--- src/rtl/rr_sel_arbiter_pkg.sv ---
// Shared types and constants for the two-requester round-robin arbiter,
// used by the arbiter, the downstream mux side and the bench.
package rr_sel_arbiter_pkg;

    typedef enum logic [1:0] {
        IDLE  = 2'd0,
        GNT_A = 2'd1,
        GNT_B = 2'd2
    } arb_state_t;

    localparam logic SEL_A = 1'b0;
    localparam logic SEL_B = 1'b1;

    function automatic logic other_side(input logic side);
        return ~side;
    endfunction

endpackage

--- src/rtl/rr_sel_arbiter_if.sv ---
// Bundle of the two upstream valid/ready streams, the mux select and the
// merged downstream stream. slave = arbiter side, master = sources/sink side.
interface rr_sel_arbiter_if #(
    parameter int DATA_W = 8
);
    logic              a_valid;
    logic              a_last;
    logic [DATA_W-1:0] a_data;
    logic              a_ready;

    logic              b_valid;
    logic              b_last;
    logic [DATA_W-1:0] b_data;
    logic              b_ready;

    logic              sel;
    logic              out_valid;
    logic              out_last;
    logic [DATA_W-1:0] out_data;
    logic              out_ready;

    modport slave (
        input  a_valid, a_last, a_data,
        input  b_valid, b_last, b_data,
        input  out_ready,
        output a_ready, b_ready, sel,
        output out_valid, out_last, out_data
    );

    modport master (
        output a_valid, a_last, a_data,
        output b_valid, b_last, b_data,
        output out_ready,
        input  a_ready, b_ready, sel,
        input  out_valid, out_last, out_data
    );

endinterface

--- src/rtl/rr_sel_arbiter_burst_counter.sv ---
// Beat counter for one grant. at_max flags that the next beat is the one
// that brings the count to MAX_BURST, so the arbiter can release on it.
module rr_sel_arbiter_burst_counter #(
    parameter  int MAX_BURST = 16,
    localparam int CNT_W     = $clog2(MAX_BURST + 1)
) (
    input  logic             clk,
    input  logic             rst,
    input  logic             clr,
    input  logic             inc,
    output logic [CNT_W-1:0] count,
    output logic             at_max
);

    // clr wins over inc so the releasing beat leaves the counter at zero
    always_ff @(posedge clk or posedge rst) begin
        if (rst) begin
            count <= '0;
        end else if (clr) begin
            count <= '0;
        end else if (inc) begin
            count <= count + 1'b1;
        end
    end

    assign at_max = (count == CNT_W'(MAX_BURST - 1));

endmodule

--- src/rtl/rr_sel_arbiter.sv ---
// Two-requester round-robin burst arbiter driving the 2:1 data mux select.
// A grant is held for a whole burst, ended by last or the MAX_BURST limit.
module rr_sel_arbiter
    import rr_sel_arbiter_pkg::*;
#(
    parameter int DATA_W    = 8,
    parameter int MAX_BURST = 16
) (
    input logic             clk,
    input logic             rst,
    rr_sel_arbiter_if.slave bus
);

    localparam int CNT_W = $clog2(MAX_BURST + 1);

    arb_state_t        state;
    logic              sel_q;
    logic              prio;
    logic              gnt_a;
    logic              gnt_b;
    logic              beat;
    logic              burst_done;
    logic              at_max;
    logic [CNT_W-1:0]  beat_cnt;
    logic [DATA_W-1:0] mux_data;

    rr_sel_arbiter_burst_counter #(
        .MAX_BURST(MAX_BURST)
    ) u_burst_counter (
        .clk   (clk),
        .rst   (rst),
        .clr   (burst_done),
        .inc   (beat),
        .count (beat_cnt),
        .at_max(at_max)
    );

    // sel only moves on IDLE->GNT, so the mux never switches inside a burst
    always_ff @(posedge clk or posedge rst) begin
        if (rst) begin
            state <= IDLE;
            sel_q <= SEL_A;
            prio  <= SEL_A;
        end else begin
            case (state)
                IDLE: begin
                    if (bus.a_valid && (!bus.b_valid || prio == SEL_A)) begin
                        state <= GNT_A;
                        sel_q <= SEL_A;
                    end else if (bus.b_valid) begin
                        state <= GNT_B;
                        sel_q <= SEL_B;
                    end
                end
                GNT_A, GNT_B: begin
                    if (burst_done) begin
                        state <= IDLE;
                        prio  <= other_side(sel_q);
                    end
                end
                default: state <= IDLE;
            endcase
        end
    end

    assign gnt_a      = (state == GNT_A);
    assign gnt_b      = (state == GNT_B);
    assign mux_data   = (sel_q == SEL_B) ? bus.b_data : bus.a_data;
    assign beat       = bus.out_valid & bus.out_ready;
    assign burst_done = beat & (bus.out_last | at_max);

    assign bus.sel       = sel_q;
    assign bus.out_data  = mux_data;
    assign bus.out_last  = (sel_q == SEL_B) ? bus.b_last : bus.a_last;
    assign bus.out_valid = (gnt_a & bus.a_valid) | (gnt_b & bus.b_valid);
    assign bus.a_ready   = gnt_a & bus.out_ready;
    assign bus.b_ready   = gnt_b & bus.out_ready;

    beat_cnt_bound: assert property (@(posedge clk) disable iff (rst)
        beat_cnt < CNT_W'(MAX_BURST));

endmodule
--- src/flat_wrapper.sv ---
// flat-port wrapper written by rule: the top's interface ports become plain ports
module rr_sel_arbiter_flat import rr_sel_arbiter_pkg::*;
#(
    parameter int DATA_W    = 8,
    parameter int MAX_BURST = 16
)
  (clk, rst, bus_a_valid, bus_a_last, bus_a_data, bus_b_valid, bus_b_last, bus_b_data, bus_out_ready, bus_a_ready, bus_b_ready, bus_sel, bus_out_valid, bus_out_last, bus_out_data);
  rr_sel_arbiter_if #(.DATA_W(DATA_W)) bus_i ();
  input logic clk;
  input logic rst;
  input wire logic [$bits(bus_i.a_valid)-1:0] bus_a_valid;
  input wire logic [$bits(bus_i.a_last)-1:0] bus_a_last;
  input wire logic [$bits(bus_i.a_data)-1:0] bus_a_data;
  input wire logic [$bits(bus_i.b_valid)-1:0] bus_b_valid;
  input wire logic [$bits(bus_i.b_last)-1:0] bus_b_last;
  input wire logic [$bits(bus_i.b_data)-1:0] bus_b_data;
  input wire logic [$bits(bus_i.out_ready)-1:0] bus_out_ready;
  output wire logic [$bits(bus_i.a_ready)-1:0] bus_a_ready;
  output wire logic [$bits(bus_i.b_ready)-1:0] bus_b_ready;
  output wire logic [$bits(bus_i.sel)-1:0] bus_sel;
  output wire logic [$bits(bus_i.out_valid)-1:0] bus_out_valid;
  output wire logic [$bits(bus_i.out_last)-1:0] bus_out_last;
  output wire logic [$bits(bus_i.out_data)-1:0] bus_out_data;
  assign bus_i.a_valid = bus_a_valid;
  assign bus_i.a_last = bus_a_last;
  assign bus_i.a_data = bus_a_data;
  assign bus_i.b_valid = bus_b_valid;
  assign bus_i.b_last = bus_b_last;
  assign bus_i.b_data = bus_b_data;
  assign bus_i.out_ready = bus_out_ready;
  assign bus_a_ready = bus_i.a_ready;
  assign bus_b_ready = bus_i.b_ready;
  assign bus_sel = bus_i.sel;
  assign bus_out_valid = bus_i.out_valid;
  assign bus_out_last = bus_i.out_last;
  assign bus_out_data = bus_i.out_data;
  rr_sel_arbiter #(.DATA_W(DATA_W), .MAX_BURST(MAX_BURST)) u_core (.clk(clk), .rst(rst), .bus(bus_i));
endmodule
--- config.mk ---
export PLATFORM = sky130hd
export DESIGN_NAME = rr_sel_arbiter_flat
export DESIGN_NICKNAME = d
export VERILOG_FILES = /design/src/rtl/rr_sel_arbiter_pkg.sv /design/src/rtl/rr_sel_arbiter_if.sv /design/src/rtl/rr_sel_arbiter_burst_counter.sv /design/src/rtl/rr_sel_arbiter.sv /design/src/flat_wrapper.sv
export SDC_FILE = /design/constraint.sdc
export NUM_CORES = 1
export LEC_CHECK = 0
export BUFFER_PORTS_ARGS = -buffer_cell sky130_fd_sc_hd__buf_2
export CAP_MARGIN = 20
export CORE_UTILIZATION = 35
export CTS_CLUSTER_DIAMETER = 200
export DETAILED_ROUTE_END_ITERATION = 8
export PLACE_DENSITY = 0.64
export SYNTH_ARGS = -nofsm -noshare
export SYNTH_HDL_FRONTEND = slang
export SYNTH_SLANG_ARGS = --single-unit
--- constraint.sdc ---
create_clock -name clk -period 1.9 [get_ports clk]
set_input_delay 0.19 -clock clk [delete_from_list [all_inputs] [get_ports clk]]
set_output_delay 0.19 -clock clk [all_outputs]
set_load 0.03 [all_outputs]
==> summary.md, run 1 <==
| Metric | Value |
|---|---|
| Slew Viols, Final | `0` |
| Global-route wire length before repair | `2208 um` |
| Largest net degree at the start of global routing | `12` |
| Number of buffers between clock root and the deepest sink | `2` |
| Ratio of cells with drive above 1 in the final layout | `roughly 50%` |
| Clock latency reported for the late side of the worst-skew pair | `around 0.26 ns` |
| CTS tree | `done` |
| Cells along the critical path | `ha_1 -> and3_1 -> ha_1 -> or3_4 -> o21ai_0` |
| Crit-path max cell delay | `0.43 ns` |
| Hold Worst Slack | `~0.28 ns` |
| Antenna violations before repair | `0` |
| Commonest non-fill, non-tap cells in the layout | `sky130_fd_sc_hd__buf_2 (35), sky130_fd_sc_hd__dfrtp_1 (9), sky130_fd_sc_hd__mux2_2 (8)` |
| Result of the run | `complete, no violations` |
| Detail-routed via count per cell | `4.723` |
| Count of H-tree levels built during CTS | `1` |
| Post-detailed-placement cell area | `roughly 840 um^2` |
| RSZ-0062 raised after global routing | `false` |
| Number of gates resized after cts | `0` |
| Setup_tns | `0 ns` |
| Sequential share of the synthesized area | `between 30% and 40%` |
| Area of combinational cells with multiple inputs | `about 380 um^2` |
| Transition time at the pin with the least slew margin | `between 0.3 and 0.4 ns` |
| Count of final setup violators | `0` |
| Share of the core filled with cells | `just over 50%` |
| Routed wirelength normalized by instance count | `approximately 10 um` |
| Lkg Pwr | `about 0.46 nW` |
| Cell with the largest stage delay on the worst path | `sky130_fd_sc_hd__or3_4` |
| Upper clock frequency limit | `572.3 MHz` |
| Area fraction of the dominant cell type after synthesis | `between 30% and 40%` |
| Final cell area excluding filler cells | `885.9 um^2` |
| Number of max-capacitance violations reported | `0` |
| Clock net sink count | `9` |
| Net count of the mapped netlist | `just over 90` |
| Met1 routing resource usage after global routing | `18.61%` |
| Die X-Extent | `44.53 um` |
| Initial standard-cell utilization of the core | `between 30 and 40%` |
| Tot GR Track Use | `15.32%` |
| Overall die height | `between 40 and 50 um` |
| Placed cell count | `124` |
| Final antenna diode count | `0` |
| Area of the die | `1983 um^2` |
| Filler cell count | `between 150 and 200` |
| Footprint of the flip-flops and latches | `225.2 um^2` |
| Yosys Warn Count | `0` |
| Routed Wire Length | `about 1400 um` |
| Last weighted congestion value of the routability-driven placer | `a little under 0.8` |
| Final clock skew | `~0.0048 ns` |
| Distinct cell type count of the synthesized netlist | `24` |
| Core Rows | `15` |
| Finished Layout Cells | `130` |
| Total vias in the final route | `roughly 610` |
| Cell chosen for the clock root | `sky130_fd_sc_hd__clkbuf_4` |
| Count of unresolved DRC violations after routing | `0` |
| GRT overflow | `0` |
| Data required time at the worst endpoint | `around 2.1 ns` |
| Worst-case headroom to the max-slew limit | `about three quarters` |
| Cell seen most often among critical-path stages | `sky130_fd_sc_hd__ha_1` |
| Flip-flop and latch count after synthesis | `9` |
| Clock transition time at the flip-flop clock pins of the worst setup and hold paths | `~0.07 ns` |
| Number of global-route vias before repair | `between 500 and 600` |
| Final Net Count | `roughly 130` |
| Final clock period utilization by the worst path | `about nine tenths` |
| Cell type with the largest total area after synthesis | `sky130_fd_sc_hd__dfrtp_1` |
| Type of the worst setup path | `reg2reg` |
| Async S/R FF share, synth | `100.0%` |
| Ports placed on the boundary | `36` |
| M2 GR Usage | `between 20% and 30%` |
| Half-perimeter wire length of the detailed placement result | `between 1000 and 1500 um` |
| Area delta synth->final | `39.92%` |
| Port Buffer Count | `35` |
| Synthesized area per cell | `9.892 um^2` |
| Most used flip-flop cell after synthesis | `sky130_fd_sc_hd__dfrtp_1` |
| Post-Syn Instances | `64` |
| Most common cell after layout, fill and taps aside | `sky130_fd_sc_hd__buf_2` |
| Pwr per Cell Area | `approximately 1300 nW/um^2` |
| Initial DRT Pass Iterations | `4` |
| Data arrival time of the critical path | `1.92 ns` |
| Number of enable flip-flop cells after synthesis | `0` |
| Min-delay worst type | `in2reg` |
| Worst-path fanout max | `5` |
| Global routing met3 resource utilization | `between 2 and 2.5%` |
| Kind of start point of the critical path | `flop` |
| Critical Path End Type | `flop` |
| Inserted Clock Buffers | `3` |
| Core area | `roughly 1700 um^2` |
| Initial DRC Count | `15` |
| Post-Synthesis Cell Area | `around 630 um^2` |
| Final Hold Violating Endpoints | `0` |
| Antenna-violating nets left | `0` |
| Synth top area cells | `sky130_fd_sc_hd__dfrtp_1 (36%), sky130_fd_sc_hd__mux2_2 (14%), sky130_fd_sc_hd__ha_1 (9.9%)` |
| Busiest grt layer | `met2` |
| Time the final worst path needs with I/O delays and setup | `1.747 ns` |
| Maximum vdd drop | `~0.00065 V` |
worst max-delay path: cells and delay by family (launching register included):
family | cells | cell delay (ns)
flip-flops | 1 | 0.41
AO/OA/AOI/OAI | 1 | 0.18
adder cells (fa/ha/maj) | 2 | 0.45
AND/OR/NAND/NOR | 2 | 0.62
cells by family after synthesis:
kind of cell               share of synthesized area (%)
AOI/OAI and AO/OA                                  18.18
adders and majority gates                          9.881
muxes                                              16.60
and+or+nand+nor                                    14.82
DFF                                                35.57
buffers and inverters                              4.941
synth_stat cells (2+ instances only):
| cell type | instances |
|---|---|
| sky130_fd_sc_hd__o22ai_1 | 2 |
| sky130_fd_sc_hd__dfrtp_1 | 9 |
| sky130_fd_sc_hd__and2_1 | 3 |
| sky130_fd_sc_hd__o211ai_1 | 2 |
| sky130_fd_sc_hd__nand2_1 | 6 |
| sky130_fd_sc_hd__inv_1 | 7 |
| sky130_fd_sc_hd__o21ai_0 | 7 |
| sky130_fd_sc_hd__mux2_2 | 8 |
| sky130_fd_sc_hd__ha_1 | 5 |
routing by layer:
metal | part of all wire [%] | vias up
li1 | - | 308
met1 | 45 | 267
met2 | 45 | 37
met4 | 1.0 | 0
met3 | 8.4 | 2
met5 | 0 | -
repair_timing:
item                                    4_1_cts  5_1_grt
endpoints found under the setup margin        0        1
buffers inserted                              0        1
hold buffers                                  1        0
endpoints found under the hold margin         9        0
power breakdown:
group / switching [mW] / leakage [nW] / internal, mW
registers: 0.0442 / 0.119 / 0.251
clock network: 0.0711 / 0.0150 / 0.0810
logic: 0.402 / 0.329 / 0.280
total: 0.517 / 0.463 / 0.612
stage by stage:
stage	power, mW	worst slack [ns]
2_1_floorplan	0.8081	0.2714
3_3_place_gp	0.9614	0.2208
3_5_place_dp	0.9741	0.1733
4_1_cts	1.134	0.1482
5_1_grt	1.214	0.03679
6_report	1.129	0.1526
sequential cells by signal (all words and copies together), names as in the netlist:
register	count
u_core.prio	1
u_core.state	2
u_core.bus.sel	1
u_core.u_burst_counter.count	5
area by class of cell:
class                           instances  area share, %
Multi-Input combinational cell         47          42.51
Sequential cell                         9          25.42
Timing Repair Buffer                   38          22.60
Clock buffer                            4          2.966
Inverter                                7          2.966
Tap cell                               25          3.531
path summary, 6_finish.rpt:
check	start	endpoint	slack, ns	cells after the start
worst min-delay path	bus_a_valid	u_core.bus.sel	0.28	4
max in group asynchronous	rst	u_core.prio	1.19	3
worst min register to register	u_core.u_burst_counter.count[4]	u_core.u_burst_counter.count[4]	0.49	2
worst max register to register	u_core.u_burst_counter.count[0]	u_core.u_burst_counter.count[0]	0.15	5
min in group asynchronous	rst	u_core.u_burst_counter.count[0]	0.44	3
worst max-delay path	u_core.u_burst_counter.count[0]	u_core.u_burst_counter.count[0]	0.15	5
No activity file was read; power rests on OpenSTA's default activity.
==> run 2, diff against run 1 <==
--- a/config.mk
+++ b/config.mk
@@ -7,10 +7,10 @@
 export LEC_CHECK = 0
 export BUFFER_PORTS_ARGS = -buffer_cell sky130_fd_sc_hd__buf_2
 export CAP_MARGIN = 20
-export CORE_UTILIZATION = 35
+export CORE_UTILIZATION = 42
 export CTS_CLUSTER_DIAMETER = 200
 export DETAILED_ROUTE_END_ITERATION = 8
-export PLACE_DENSITY = 0.64
+export PLACE_DENSITY = 0.75
 export SYNTH_ARGS = -nofsm -noshare
 export SYNTH_HDL_FRONTEND = slang
 export SYNTH_SLANG_ARGS = --single-unit
==> summary.md, run 2 (synthesis gave the netlist of run 1 again) <==
| Metric | Value |
|---|---|
| Area delta synth->final | `36.76%` |
| Max FFs per register | `5 (unchanged)` |
| Final antenna diode count | `0 (unchanged)` |
| Detail-routed via count per cell | `5.269 (+12%)` |
| Global-route wire length before repair | `2173 um (-1.6%)` |
| Top Registers | `u_core.u_burst_counter.count (5), u_core.state (2)` |
| Min-delay worst type | `in2reg` |
| Routed wirelength normalized by instance count | `11.44 um (+9.6%)` |
| Critical hold path startpoint | `bus_b_valid` |
| Kind of start point of the critical path | `flop` |
| Number of buffers between clock root and the deepest sink | `2 (unchanged)` |
| Combinational share of power | `60.7% (+0.3 points)` |
| Initial DRT Pass Iterations | `4 (unchanged)` |
| Routed Wire Length | `1361 um (+0.37%)` |
| GRT overflow | `0 (unchanged)` |
| # Post-CTS Setup Buffers | `0 (unchanged)` |
| Last weighted congestion value of the routability-driven placer | `0.7286 (-6.1%)` |
| Switching Share | `45.94% (+0.13 points)` |
| Relative contribution of the clock network to total power | `13.4% (about the same)` |
| Data required time at the worst endpoint | `2.04 ns (-0.04 ns)` |
| Filler cell count | `115 (-24%)` |
| Overall die height | `40.83 um (-8.3%)` |
| Transition time at the pin with the least slew margin | `0.3429 ns (-0.02382 ns)` |
| Cells on Worst Hold Path | `3 (-1)` |
| Half-perimeter wire length of the detailed placement result | `1135 um (+5.7%)` |
| Setup_tns | `0 ns (unchanged)` |
| Worst-case headroom to the max-slew limit | `77.12% (+1.6 points)` |
| Initial standard-cell utilization of the core | `46.90% (+9.8 points)` |
| Number of cells on the worst reg-to-reg path | `6 (+1)` |
| Largest net degree at the start of global routing | `12 (unchanged)` |
| Ports placed on the boundary | `36 (unchanged)` |
| Met1 layer wirelength in the final routing | `581 um (-5.5%)` |
| Worst Hold End | `u_core.bus.sel` |
| R2R Path End | `u_core.state[1]` |
| Antenna-violating nets left | `0 (unchanged)` |
| Number of global-route vias before repair | `551 (+2.4%)` |
| Maximum vdd drop | `0.0005596 V (-15%)` |
| Pwr per Cell Area | `1301 nW/um^2 (+2.1%)` |
| Startpoint of the lowest-slack register-to-register path | `u_core.u_burst_counter.count[0]` |
| Final Net Count | `133 (-0.75%)` |
| Clock latency reported for the late side of the worst-skew pair | `0.26 ns (about the same)` |
| Core area | `1350 um^2 (-21%)` |
| Relative contribution of sequential cells to total power | `25.9% (-0.3 points)` |
| Most flop-heavy register | `u_core.u_burst_counter.count` |
| Type of the worst setup path | `reg2reg` |
| Lkg Pwr | `0.4590 nW (-0.91%)` |
| Met2 routed WL | `660 um (+8.0%)` |
| Slew Viols, Final | `0 (unchanged)` |
| Time the final worst path needs with I/O delays and setup | `1.717 ns (-0.03086 ns)` |
| Number of gates resized after cts | `0 (unchanged)` |
| Met3 wire length | `119 um (+4.4%)` |
| Cell chosen for the clock root | `sky130_fd_sc_hd__clkbuf_4` |
| Final clock period utilization by the worst path | `90.34% (-1.6 points)` |
| Commonest non-fill, non-tap cells in the layout | `sky130_fd_sc_hd__buf_2 (35), sky130_fd_sc_hd__dfrtp_1 (9), sky130_fd_sc_hd__mux2_2 (8)` |
| Final clock skew | `0.001862 ns (-0.002919 ns)` |
| Ratio of cells with drive above 1 in the final layout | `50.00% (-0.48 points)` |
| Net load switching power | `0.5176 mW (about the same)` |
| Inserted Clock Buffers | `3 (unchanged)` |
| Final worst slack | `0.1835 ns (+0.03086 ns)` |
| Critical Path End Type | `flop` |
| Number of max-capacitance violations reported | `0 (unchanged)` |
| R2R Setup Slk | `0.18 ns (+0.03 ns)` |
| Result of the run | `complete, no violations` |
| Data arrival time of the critical path | `1.85 ns (-0.07 ns)` |
| Most common cell after layout, fill and taps aside | `sky130_fd_sc_hd__buf_2` |
| Highest routed layer | `met3` |
| Clock net sink count | `9 (unchanged)` |
| Die X-Extent | `40.83 um (-8.3%)` |
| CTS tree | `done` |
| Core Rows | `13 (-2)` |
| Pre-CTS setup slack | `0.2000 ns (+0.02669 ns)` |
| Port Buffer Count | `35 (unchanged)` |
| Area of the die | `1667 um^2 (-16%)` |
| Upper clock frequency limit | `582.6 MHz (+1.8%)` |
| Total vias in the final route | `627 (+2.1%)` |
| Final Hold Violating Endpoints | `0 (unchanged)` |
| Count of H-tree levels built during CTS | `1 (unchanged)` |
| Count of unresolved DRC violations after routing | `0 (unchanged)` |
| Initial DRC Count | `7 (-8)` |
| Clock transition time at the flip-flop clock pins of the worst setup and hold paths | `0.06 ns (about the same)` |
| Tot GR Track Use | `19.95% (+4.6 points)` |
| Count of final setup violators | `0 (unchanged)` |
| RSZ-0062 raised after global routing | `false` |
| Antenna violations before repair | `0 (unchanged)` |
| Worst-path fanout max | `4 (-1)` |
| Internal power of the cells | `0.6090 mW (-0.42%)` |
run 2: layer usage:
layer  vias up  global-route usage, %
met5         -                      0
met4         0                  12.50
met3         0                  1.630
met2        38                  33.20
met1       278                  24.42
li1        311                      -
run 2: repair_timing:
item | 4_1_cts | 5_1_grt
hold buffers | 1 | 0
endpoints found under the setup margin | 0 | 0
hold endpoints to repair | 9 | 0
run 2: worst max-delay path, stage by stage (launching register included):
cell and delay, ns:
sky130_fd_sc_hd__dfrtp_1 0.41, sky130_fd_sc_hd__ha_1 0.22, sky130_fd_sc_hd__and3_1 0.18, sky130_fd_sc_hd__ha_1 0.22, sky130_fd_sc_hd__o211ai_1 0.29, sky130_fd_sc_hd__and2_1 0.20
sky130_fd_sc_hd__o22ai_1 0.07
run 2: stage by stage:
| stage | utilization (%) | total power [mW] | hold WS (ns) | std cells | instance area (um^2) |
|---|---|---|---|---|---|
| final | 64.13 | 1.127 | 0.2865 | 119 | 865.8 |
| after global routing | 64.13 | 1.220 | 0.2981 | 119 | 865.8 |
| after CTS | 64.13 | 1.134 | 0.2839 | 119 | 865.8 |
| after detailed placement | 61.45 | 0.9808 | 0.1720 | 114 | 829.5 |
| after global placement | 61.45 | 0.9590 | 0.1639 | 114 | 829.5 |
| after floorplan | - | 0.8081 | 0.01792 | 64 | 633.1 |
run 2: worst max path at each step:
| stage | startpoint | end | slack [ns] | cells after the start |
|---|---|---|---|---|
| after floorplan | u_core.u_burst_counter.count[0] | u_core.u_burst_counter.count[3] | 0.27 | 5 |
| after global placement | u_core.u_burst_counter.count[0] | u_core.u_burst_counter.count[0] | 0.22 | 5 |
| after detailed placement | u_core.u_burst_counter.count[0] | u_core.state[1] | 0.20 | 6 |
| after global routing | u_core.u_burst_counter.count[0] | u_core.state[0] | 0.03 | 6 |
| after CTS | u_core.u_burst_counter.count[0] | u_core.state[1] | 0.19 | 6 |
| final | u_core.u_burst_counter.count[0] | u_core.state[1] | 0.18 | 6 |
run 2: cell type report:
class	instances	area (um^2)	share of cell area [%]
Multi-Input combinational cell	47	376.6	43.50
Inverter	7	26.28	3.035
Clock buffer	4	26.28	3.035
Sequential cell	9	225.2	26.01
Timing Repair Buffer	37	192.7	22.25
Tap cell	15	18.77	2.168
run 2: power groups by stage:
stage	clock network, mW	logic, mW	registers (mW)
global placement	0	0.664	0.295
floorplan	0	0.497	0.311
detailed placement	0	0.685	0.295
finish	0.151	0.683	0.292
global route	0.163	0.755	0.302
CTS	0.154	0.689	0.292
